<file path="src/rtl/bus8_ac_pulse_train.sv">
// Autoclear channel consumer: on each Start rising edge, emits a train of N
// pulses with programmable high/low widths and returns a one-cycle Done.
module bus8_ac_pulse_train #(
  parameter int CNT_WIDTH = 16,
  parameter int NUM_WIDTH = 8
) (
  input  logic                 i_Bus_Clk,
  input  logic                 i_Bus_Rst,
  input  logic                 i_AC_Start,
  input  logic [NUM_WIDTH-1:0] i_Num_Pulses,
  input  logic [CNT_WIDTH-1:0] i_High_Cyc,
  input  logic [CNT_WIDTH-1:0] i_Low_Cyc,
  output logic                 o_AC_Done,
  output logic                 o_Pulse,
  output logic                 o_Busy,
  output logic [NUM_WIDTH-1:0] o_Pulse_Idx
);

  typedef enum logic [1:0] {
    IDLE = 2'd0,
    HIGH = 2'd1,
    LOW  = 2'd2
  } state_t;

  localparam logic [CNT_WIDTH-1:0] CNT_ZERO = '0;
  localparam logic [CNT_WIDTH-1:0] CNT_ONE  = CNT_WIDTH'(1);
  localparam logic [NUM_WIDTH-1:0] NUM_ZERO = '0;
  localparam logic [NUM_WIDTH-1:0] NUM_ONE  = NUM_WIDTH'(1);

  state_t               state;
  logic                 start_d;
  logic [NUM_WIDTH-1:0] num_lat;
  logic [CNT_WIDTH-1:0] high_lat;
  logic [CNT_WIDTH-1:0] low_lat;
  logic [CNT_WIDTH-1:0] phase_cnt;
  logic [NUM_WIDTH-1:0] idx;

  logic start_edge;
  logic high_last;
  logic low_last;
  logic last_pulse;

  always_comb begin
    start_edge = i_AC_Start && !start_d;
    high_last  = (phase_cnt == high_lat - CNT_ONE);
    low_last   = (phase_cnt == low_lat - CNT_ONE);
    last_pulse = (idx == num_lat - NUM_ONE);
  end

  assign o_Pulse_Idx = idx;

  // NOTE: every register here uses non-blocking assignment so all flops
  // update together from the same pre-edge values.
  always_ff @(posedge i_Bus_Clk) begin
    if (i_Bus_Rst) begin
      state     <= IDLE;
      start_d   <= 1'b0;
      num_lat   <= NUM_ZERO;
      high_lat  <= CNT_ONE;
      low_lat   <= CNT_ONE;
      phase_cnt <= CNT_ZERO;
      idx       <= NUM_ZERO;
      o_AC_Done <= 1'b0;
      o_Pulse   <= 1'b0;
      o_Busy    <= 1'b0;
    end else begin
      start_d   <= i_AC_Start;
      o_AC_Done <= 1'b0;

      unique case (state)
        IDLE: begin
          phase_cnt <= CNT_ZERO;
          idx       <= NUM_ZERO;
          if (start_edge) begin
            // Zero widths would never terminate a phase; run them as one clock.
            num_lat  <= i_Num_Pulses;
            high_lat <= (i_High_Cyc == CNT_ZERO) ? CNT_ONE : i_High_Cyc;
            low_lat  <= (i_Low_Cyc == CNT_ZERO) ? CNT_ONE : i_Low_Cyc;
            if (i_Num_Pulses == NUM_ZERO) begin
              o_AC_Done <= 1'b1;
            end else begin
              state   <= HIGH;
              o_Pulse <= 1'b1;
              o_Busy  <= 1'b1;
            end
          end
        end

        HIGH: begin
          if (!i_AC_Start) begin
            state     <= IDLE;
            o_Pulse   <= 1'b0;
            o_Busy    <= 1'b0;
            idx       <= NUM_ZERO;
            phase_cnt <= CNT_ZERO;
          end else if (high_last) begin
            phase_cnt <= CNT_ZERO;
            o_Pulse   <= 1'b0;
            if (last_pulse) begin
              state     <= IDLE;
              o_Busy    <= 1'b0;
              o_AC_Done <= 1'b1;
              idx       <= NUM_ZERO;
            end else begin
              state <= LOW;
            end
          end else begin
            phase_cnt <= phase_cnt + CNT_ONE;
          end
        end

        LOW: begin
          if (!i_AC_Start) begin
            state     <= IDLE;
            o_Pulse   <= 1'b0;
            o_Busy    <= 1'b0;
            idx       <= NUM_ZERO;
            phase_cnt <= CNT_ZERO;
          end else if (low_last) begin
            state     <= HIGH;
            phase_cnt <= CNT_ZERO;
            o_Pulse   <= 1'b1;
            idx       <= idx + NUM_ONE;
          end else begin
            phase_cnt <= phase_cnt + CNT_ONE;
          end
        end

        default: begin
          state   <= IDLE;
          o_Pulse <= 1'b0;
          o_Busy  <= 1'b0;
          idx     <= NUM_ZERO;
        end
      endcase
    end
  end

endmodule
</file>
<file path="config.mk">
export PLATFORM = sky130hd
export DESIGN_NAME = bus8_ac_pulse_train
export DESIGN_NICKNAME = d
export VERILOG_FILES = /design/src/rtl/bus8_ac_pulse_train.sv
export SDC_FILE = /design/constraint.sdc
export NUM_CORES = 1
export LEC_CHECK = 0
export BUFFER_PORTS_ARGS = -buffer_cell sky130_fd_sc_hd__buf_2
export CORE_AREA = 2 2 71 106
export CTS_BUF_LIST = sky130_fd_sc_hd__clkbuf_4
export DETAILED_ROUTE_END_ITERATION = 12
export DIE_AREA = 0 0 73 108
export GPL_TIMING_DRIVEN = 0
export MAX_ROUTING_LAYER = met4
export PLACE_DENSITY = 0.92
export SLEW_MARGIN = 20
export SYNTH_ARGS = -nofsm -noshare
export SYNTH_HDL_FRONTEND = slang
export SYNTH_SLANG_ARGS = --single-unit
</file>
<file path="constraint.sdc">
create_clock -name i_Bus_Clk -period 6.32 [get_ports i_Bus_Clk]
set_input_delay 0.632 -clock i_Bus_Clk [delete_from_list [all_inputs] [get_ports i_Bus_Clk]]
set_output_delay 0.632 -clock i_Bus_Clk [all_outputs]
set_load 0.005 [all_outputs]
</file>
==> impl_metrics.sql, run 1 <==
INSERT INTO impl_metrics (metric_group, metric, value, unit) VALUES
('global_route', 'grt_util_met1', '32.9', '%'),
('power', 'p_per_area', '234', 'nW/um^2'),
('sta', 'worst_clock_skew_on_the_final_layout', '0.0112', 'ns'),
('critical_path', 'biggest_fanout_along_the_worst_timing_path', '10', ''),
('finish', 'layout.area.seq', '1400', 'sq um'),
('finish', 'post-route-cell-area', '4900', 'sq um'),
('clock_tree', 'worst_skew_pair_latency', '0.45', 'ns'),
('critical_path', 'cp.required', '6.69', 'ns'),
('synthesis', 'yosysUniqueCellTypes', '62', ''),
('finish', 'fillers', '565', ''),
('global_route', 'grt.overflow.total', '0', ''),
('finish', 'areaGrowthSynthToFinish', '11.1', '%'),
('placed_design', 'post-dp-hpwl', '8940', 'um'),
('sta', 'final-setup-viol-count', '0', ''),
('clock_tree', 'cts-resized-gates', '0', ''),
('floorplanning', 'starting_density_of_the_core', '64.0', '%'),
('floorplanning', 'fp.dieArea', '7880', 'sq um'),
('sta', 'timing_hold_violations_final', '0', ''),
('synthesis', 'synth.largest_area_cell', 'sky130_fd_sc_hd__dfxtp_1', ''),
('synthesis', 'syn-instance-count', '570', ''),
('synthesis', 'synth.ff_latch_count', '70', ''),
('clock_tree', 'post-cts-setup-buffer-count', '0', ''),
('finish', 'multiInputGateArea', '2790', 'sq um'),
('route', 'drt_pass1_iterations', '5', ''),
('synthesis', 'synth_warnings', '0', ''),
('synthesis', 'synthesis.area', '4410', 'sq um'),
('synthesis', 'synth-async-reset-ratio', '0', '%'),
('sta', 'max_clock_freq', '0.291', 'GHz'),
('sta', 'final.period_utilization', '54.5', '%'),
('critical_path', 'cp_common_cell', 'sky130_fd_sc_hd__or4_1', ''),
('finish', 'finalNetCount', '686', ''),
('synthesis', 'syn_area_per_cell', '7.74', 'sq um'),
('sta', 'post-route-min-period', '3.44', 'ns'),
('critical_path', 'setup.worst_path.class', 'reg -> reg', ''),
('clock_tree', 'cts.htree.levels', '3', ''),
('global_route', 'overall_routing_resource_usage', '32.0', '%'),
('global_route', 'grt_pass1_vias', '4312', ''),
('critical_path', 'cp.arrival', '3.81', 'ns'),
('outcome', 'outcome', 'complete, no violations', ''),
('critical_path', 'crit_chain', 'inv_1, ha_1, or3b_1, or4_1, a2111oi_0, o211ai_1, and2_1, clkbuf_1, or4_1, a21boi_0', ''),
('power', 'finalPower', '1.15', 'mW'),
('clock_tree', 'tritoncts.num_buffers', '9', ''),
('clock_tree', 'cts.sinks', '70', ''),
('sta', 'grt_setup_unrepaired', 'false', ''),
('route', 'num_vias', '4535', ''),
('floorplanning', 'placeableCoreArea', '6900', 'sq um'),
('global_route', 'globalRouteMet3Util', '7.46', '%'),
('sta', 'fin_setup_tns', '0', 'ns'),
('finish', 'n_antenna_cell', '0', ''),
('route', 'drt_drc_violations_left', '0', ''),
('power', 'peak_supply_drop', '0.000165', 'V'),
('route', 'route.detailed.wl_per_inst', '16.3', 'um'),
('floorplanning', 'core.rowCount', '37', ''),
('placed_design', 'portBuffers', '53', ''),
('synthesis', 'synth.area.top_cells', 'sky130_fd_sc_hd__dfxtp_1 (32%), sky130_fd_sc_hd__nand2_1 (9.6%), sky130_fd_sc_hd__xnor2_1 (5.6%)', ''),
('sta', 'max-slew-margin-rel', '50.9', '%'),
('floorplanning', 'dieWidth', '73', 'um'),
('synthesis', 'post-synth-top-area-fraction', '31.7', '%'),
('clock_tree', 'root_buffer', 'sky130_fd_sc_hd__clkbuf_4', ''),
('route', 'vias_per_cell', '6.32', ''),
('clock_tree', 'tritoncts', 'done', ''),
('global_route', 'highest_utilization_routing_layer_at_the_global_route_stage', 'met2', ''),
('synthesis', 'syn-num-nets', '622', ''),
('sta', 'finalHoldWorstSlack', '0.415', 'ns'),
('synthesis', 'synth_sequential_area_ratio', '31.7', '%'),
('sta', 'final-max-slew-violation-count', '0', ''),
('floorplanning', 'floorplan.die.height', '108', 'um'),
('synthesis', 'yosys.cell_count.top_type', 'sky130_fd_sc_hd__nand2_1', ''),
('floorplanning', 'io_pins', '54', ''),
('synthesis', 'most_used_flip_flop_cell_after_synthesis', 'sky130_fd_sc_hd__dfxtp_1', ''),
('synthesis', 'synth.cells.most_frequent', 'sky130_fd_sc_hd__nand2_1 (113), sky130_fd_sc_hd__dfxtp_1 (70), sky130_fd_sc_hd__a21oi_1 (48)', '');
## layout make-up
type	count	share of cell area, %
Sequential cell	70	28.6
Clock inverter	6	1.07
Buffer	43	3.65
Timing Repair Buffer	53	5.41
Inverter	12	0.918
Multi-Input combinational cell	445	56.9
Tap cell	78	1.99
Clock buffer	10	1.53
## metal layers
metal | vias up | wire length [um] | share of wire, %
li1 | 2197 | - | -
met1 | 2145 | 4460 | 38
met2 | 153 | 6090 | 52
met3 | 40 | 501 | 4.3
met4 | 0 | 612 | 5.2
met5 | - | 0 | 0
## logic make-up after synthesis
kind of cell	share of synthesized area, %
and+or+nand+nor	30.0
AOI/OAI and AO/OA	19.8
DFF	31.7
buffers and inverters	5.07
xor gates and xnor gates	9.44
adders and majority gates	2.55
muxes	1.36
## registers in the layout, summed over array words and instances, names as in the netlist
register and flops:
high_lat 16, low_lat 16, phase_cnt 16, num_lat 8, o_Pulse_Idx 8, state 2
o_AC_Done 1, o_Busy 1, o_Pulse 1, start_d 1
## final timing paths
path | from | endpoint | cells after the start
max | num_lat[0] | o_Pulse_Idx[7] | 10
min | i_High_Cyc[6] | high_lat[6] | 3
max reg2reg | num_lat[0] | o_Pulse_Idx[7] | 10
min reg2reg | o_Pulse | o_Pulse | 2
## critical path: cells and delay by family (launching register included)
| family | cells | cell delay, ns |
|---|---|---|
| buffers and inverters | 2 | 0.29 |
| AOI/OAI and AO/OA | 3 | 0.89 |
| and+or+nand+nor | 4 | 1.64 |
| adders and majority gates | 1 | 0.17 |
| DFF | 1 | 0.38 |
## report_power, final
part / internal, mW / total, mW / switching, mW
registers: 0.473 / 0.510 / 0.0374
clock network: 0.120 / 0.285 / 0.164
logic: 0.143 / 0.351 / 0.208
total: 0.736 / 1.15 / 0.410
## cell usage in the layout, fill, tap and decap left out, types with 6 or more instances in the layout
cell / count
sky130_fd_sc_hd__nand2_1: 113
sky130_fd_sc_hd__a21oi_1: 48
sky130_fd_sc_hd__nand3_1: 15
sky130_fd_sc_hd__inv_1: 12
sky130_fd_sc_hd__xor2_1: 17
sky130_fd_sc_hd__nor4_1: 15
sky130_fd_sc_hd__dfxtp_1: 70
sky130_fd_sc_hd__ha_1: 9
sky130_fd_sc_hd__clkbuf_4: 10
sky130_fd_sc_hd__a21boi_0: 8
sky130_fd_sc_hd__buf_2: 55
sky130_fd_sc_hd__nor3_1: 13
sky130_fd_sc_hd__clkbuf_1: 36
sky130_fd_sc_hd__xnor2_1: 28
sky130_fd_sc_hd__or4_1: 14
sky130_fd_sc_hd__and2_1: 7
sky130_fd_sc_hd__nor2_1: 18
sky130_fd_sc_hd__nand4_1: 14
sky130_fd_sc_hd__o21ai_0: 14
sky130_fd_sc_hd__o311ai_0: 11
sky130_fd_sc_hd__mux2i_1: 6
sky130_fd_sc_hd__o31ai_1: 8
sky130_fd_sc_hd__and3_1: 6
## stage by stage
step	util [%]	std cells	worst slack, ns
6_report	71.1	717	2.88
3_5_place_dp	69.3	701	2.96
2_1_floorplan	-	570	3.30
3_3_place_gp	69.3	701	3.04
4_1_cts	71.1	717	2.91
5_1_grt	71.1	717	2.61
Note: power is estimated with default switching activity, not from simulation.
==> run 2, diff against run 1 <==
- CORE_AREA: 2 2 71 106 -> 2 2 77 115
- DIE_AREA: 0 0 73 108 -> 0 0 79 117
- PLACE_DENSITY: 0.92 -> 0.83
- clock period: 6.32 -> 3.08 ns (I/O delays scaled with it)
==> impl_metrics.sql, run 2 (synthesis results as in run 1) <==
INSERT INTO impl_metrics (metric_group, metric, value, unit) VALUES
('outcome', 'outcome', 'complete, no violations', ''),
('placed_design', 'dp_cells', '730', ''),
('global_route', 'global_route_wire_length_before_repair', '19800', 'um'),
('critical_path', 'crit_path_end_kind', 'register', ''),
('critical_path', 'setup.worst_path.class', 'reg -> reg', ''),
('finish', 'layout.cells.most_common', 'sky130_fd_sc_hd__nand2_1', ''),
('sta', 'final-setup-viol-count', '0', ''),
('route', 'num_vias', '4604', ''),
('min_path', 'hold_path_depth', '3', ''),
('placed_design', 'portBuffers', '53', ''),
('floorplanning', 'placeableCoreArea', '8310', 'sq um'),
('floorplanning', 'floorplan.die.height', '117', 'um'),
('finish', 'multiInputGateArea', '2960', 'sq um'),
('floorplanning', 'core.rowCount', '41', ''),
('finish', 'final_layout_size_suffix_gt1_share', '23.3', '%'),
('job', 'cap_viol_max_count', '0', ''),
('placed_design', 'place_congestion', '0.922', ''),
('power', 'p_leak', '1.98', 'nW'),
('power', 'peak_supply_drop', '0.000329', 'V'),
('clock_tree', 'root_buffer', 'sky130_fd_sc_hd__clkbuf_4', ''),
('floorplanning', 'starting_density_of_the_core', '53.1', '%'),
('finish', 'finalNetCount', '700', ''),
('min_path', 'hold_class', 'in -> reg', ''),
('sta', 'max_clock_freq', '0.328', 'GHz'),
('global_route', 'overall_routing_resource_usage', '28.2', '%'),
('finish', 'post-route-cell-area', '5300', 'sq um'),
('finish', 'layout.cells.non_filler', '760', ''),
('sta', 'worst_clock_skew_on_the_final_layout', '0.0149', 'ns'),
('finish', 'layout.area.seq', '1430', 'sq um'),
('floorplanning', 'io_pins', '54', ''),
('global_route', 'number_of_antenna_violations_at_the_first_check_in_global_routing', '0', ''),
('clock_tree', 'tritoncts', 'done', ''),
('sta', 'final.period_utilization', '98.8', '%'),
('finish', 'n_antenna_cell', '0', ''),
('critical_path', 'worstSetupStartpointType', 'register', ''),
('clock_tree', 'tritoncts.num_buffers', '9', ''),
('clock_tree', 'clock_tree.buffer_depth', '2', ''),
('clock_tree', 'hold_buf_count_cts', '0', ''),
('route', 'drt_drc_violations_left', '0', ''),
('route', 'route.detailed.wl_per_inst', '16.5', 'um'),
('sta', 'timing_hold_violations_final', '0', ''),
('critical_path', 'cp.arrival', '3.42', 'ns'),
('route', 'postRouteWirelength', '12600', 'um'),
('critical_path', 'r2r.worst_path.cells', '10', ''),
('floorplanning', 'fp.dieArea', '9240', 'sq um'),
('clock_tree', 'cts.sinks', '70', ''),
('finish', 'most-common-layout-cells', 'sky130_fd_sc_hd__nand2_1 (112), sky130_fd_sc_hd__dfxtp_1 (59), sky130_fd_sc_hd__buf_2 (55)', ''),
('global_route', 'grt_pass1_vias', '4305', ''),
('sta', 'final-max-slew-violation-count', '0', ''),
('clock_tree', 'clkTransAtPathRegs', '0.12', 'ns'),
('sta', 'slew_of_the_pin_with_the_lowest_slew_margin', '0.797', 'ns'),
('global_route', 'maximum_number_of_pins_on_one_net_before_global_route_repair', '12', ''),
('critical_path', 'cp.required', '3.46', 'ns'),
('finish', 'fillers', '749', ''),
('route', 'vias_per_cell', '6.06', ''),
('clock_tree', 'cts.htree.levels', '3', ''),
('route', 'first_iter_violations', '260', ''),
('route', 'drt_pass1_iterations', '5', ''),
('sta', 'finalHoldWorstSlack', '0.109', 'ns'),
('finish', 'top_regs', 'high_lat x16, low_lat x16, phase_cnt x16', ''),
('clock_tree', 'worst_skew_pair_latency', '0.44', 'ns'),
('sta', 'post-route-min-period', '3.04', 'ns'),
('route', 'ant_nets', '0', ''),
('sta', 'max-slew-margin-rel', '46.7', '%'),
('global_route', 'grt.overflow.total', '0', ''),
('placed_design', 'placedInstanceArea', '4810', 'sq um'),
('critical_path', 'biggest_fanout_along_the_worst_timing_path', '4', ''),
('finish', 'areaGrowthSynthToFinish', '20.0', '%'),
('placed_design', 'post-dp-hpwl', '9290', 'um'),
('power', 'p_per_area', '471', 'nW/um^2'),
('floorplanning', 'dieWidth', '79', 'um');
-- run 2: cell types whose count changed in the layout (fill, tap and decap cells not counted), sizes merged --
| cell | before | now |
|---|---|---|
| clkbuf | 46 | 34 |
| buf | 60 | 86 |
| clkinv | 5 | 4 |
| clkinvlp | 0 | 1 |
-- run 2: metrics by stage --
step | TNS [ns] | worst slack, ns | utilization, % | power, mW
finish | 0 | 0.0355 | 63.8 | 2.50
global placement | -3.83 | -0.310 | 57.9 | 1.75
floorplan | 0 | 0.0631 | - | 1.57
detailed placement | -4.34 | -0.366 | 57.9 | 1.77
CTS | 0 | 0.00586 | 60.7 | 2.39
global route | -0.199 | -0.0812 | 63.8 | 2.63
-- run 2: worst paths after layout --
| check | start | endpoint | slack [ns] |
|---|---|---|---|
| setup reg to reg | num_lat[1] | o_Pulse_Idx[4] | 0.04 |
| setup / recovery | num_lat[1] | o_Pulse_Idx[4] | 0.04 |
| hold / removal | i_Num_Pulses[7] | num_lat[7] | 0.11 |
| hold reg to reg | num_lat[7] | num_lat[7] | 0.49 |
-- run 2: critical path, cell delays in order (launching register included) --
cell and delay, ns:
sky130_fd_sc_hd__dfxtp_4 0.38, sky130_fd_sc_hd__inv_4 0.06, sky130_fd_sc_hd__ha_4 0.13, sky130_fd_sc_hd__or3b_4 0.39
sky130_fd_sc_hd__or4_4 0.44, sky130_fd_sc_hd__a2111oi_4 0.36, sky130_fd_sc_hd__o211ai_1 0.24, sky130_fd_sc_hd__and2_4 0.23
sky130_fd_sc_hd__buf_4 0.13, sky130_fd_sc_hd__or4_1 0.47, sky130_fd_sc_hd__a21boi_1 0.17
-- run 2: what timing repair did --
action	4_1_cts	5_1_grt
setup buffers	9	17
resized for setup	25	51
endpoints found under the setup margin	26	24
pin swaps	11	21
-- run 2: area by class of cell --
class                      instances  area share (%)
buffer                            31            2.62
tap                              107            2.53
clock buffer                      10            1.42
inverter                          12           0.897
clock inverter                     6           0.992
sequential                        70            27.0
timing repair buffer              79            8.69
multi-input combinational        445            55.8
-- run 2: routing by layer --
layer	wire length, um	share of wire (%)	track usage [%]
met3	561	4.5	4.75
met1	4690	37	28.8
met4	541	4.3	14.5
met5	0	0	-
met2	6770	54	51.6
-- run 2: where the power goes --
| group | internal (mW) | switching (mW) | total, mW |
|---|---|---|---|
| clock network | 0.246 | 0.331 | 0.577 |
| logic | 0.394 | 0.456 | 0.850 |
| registers | 0.972 | 0.0975 | 1.07 |
| total | 1.61 | 0.885 | 2.50 |
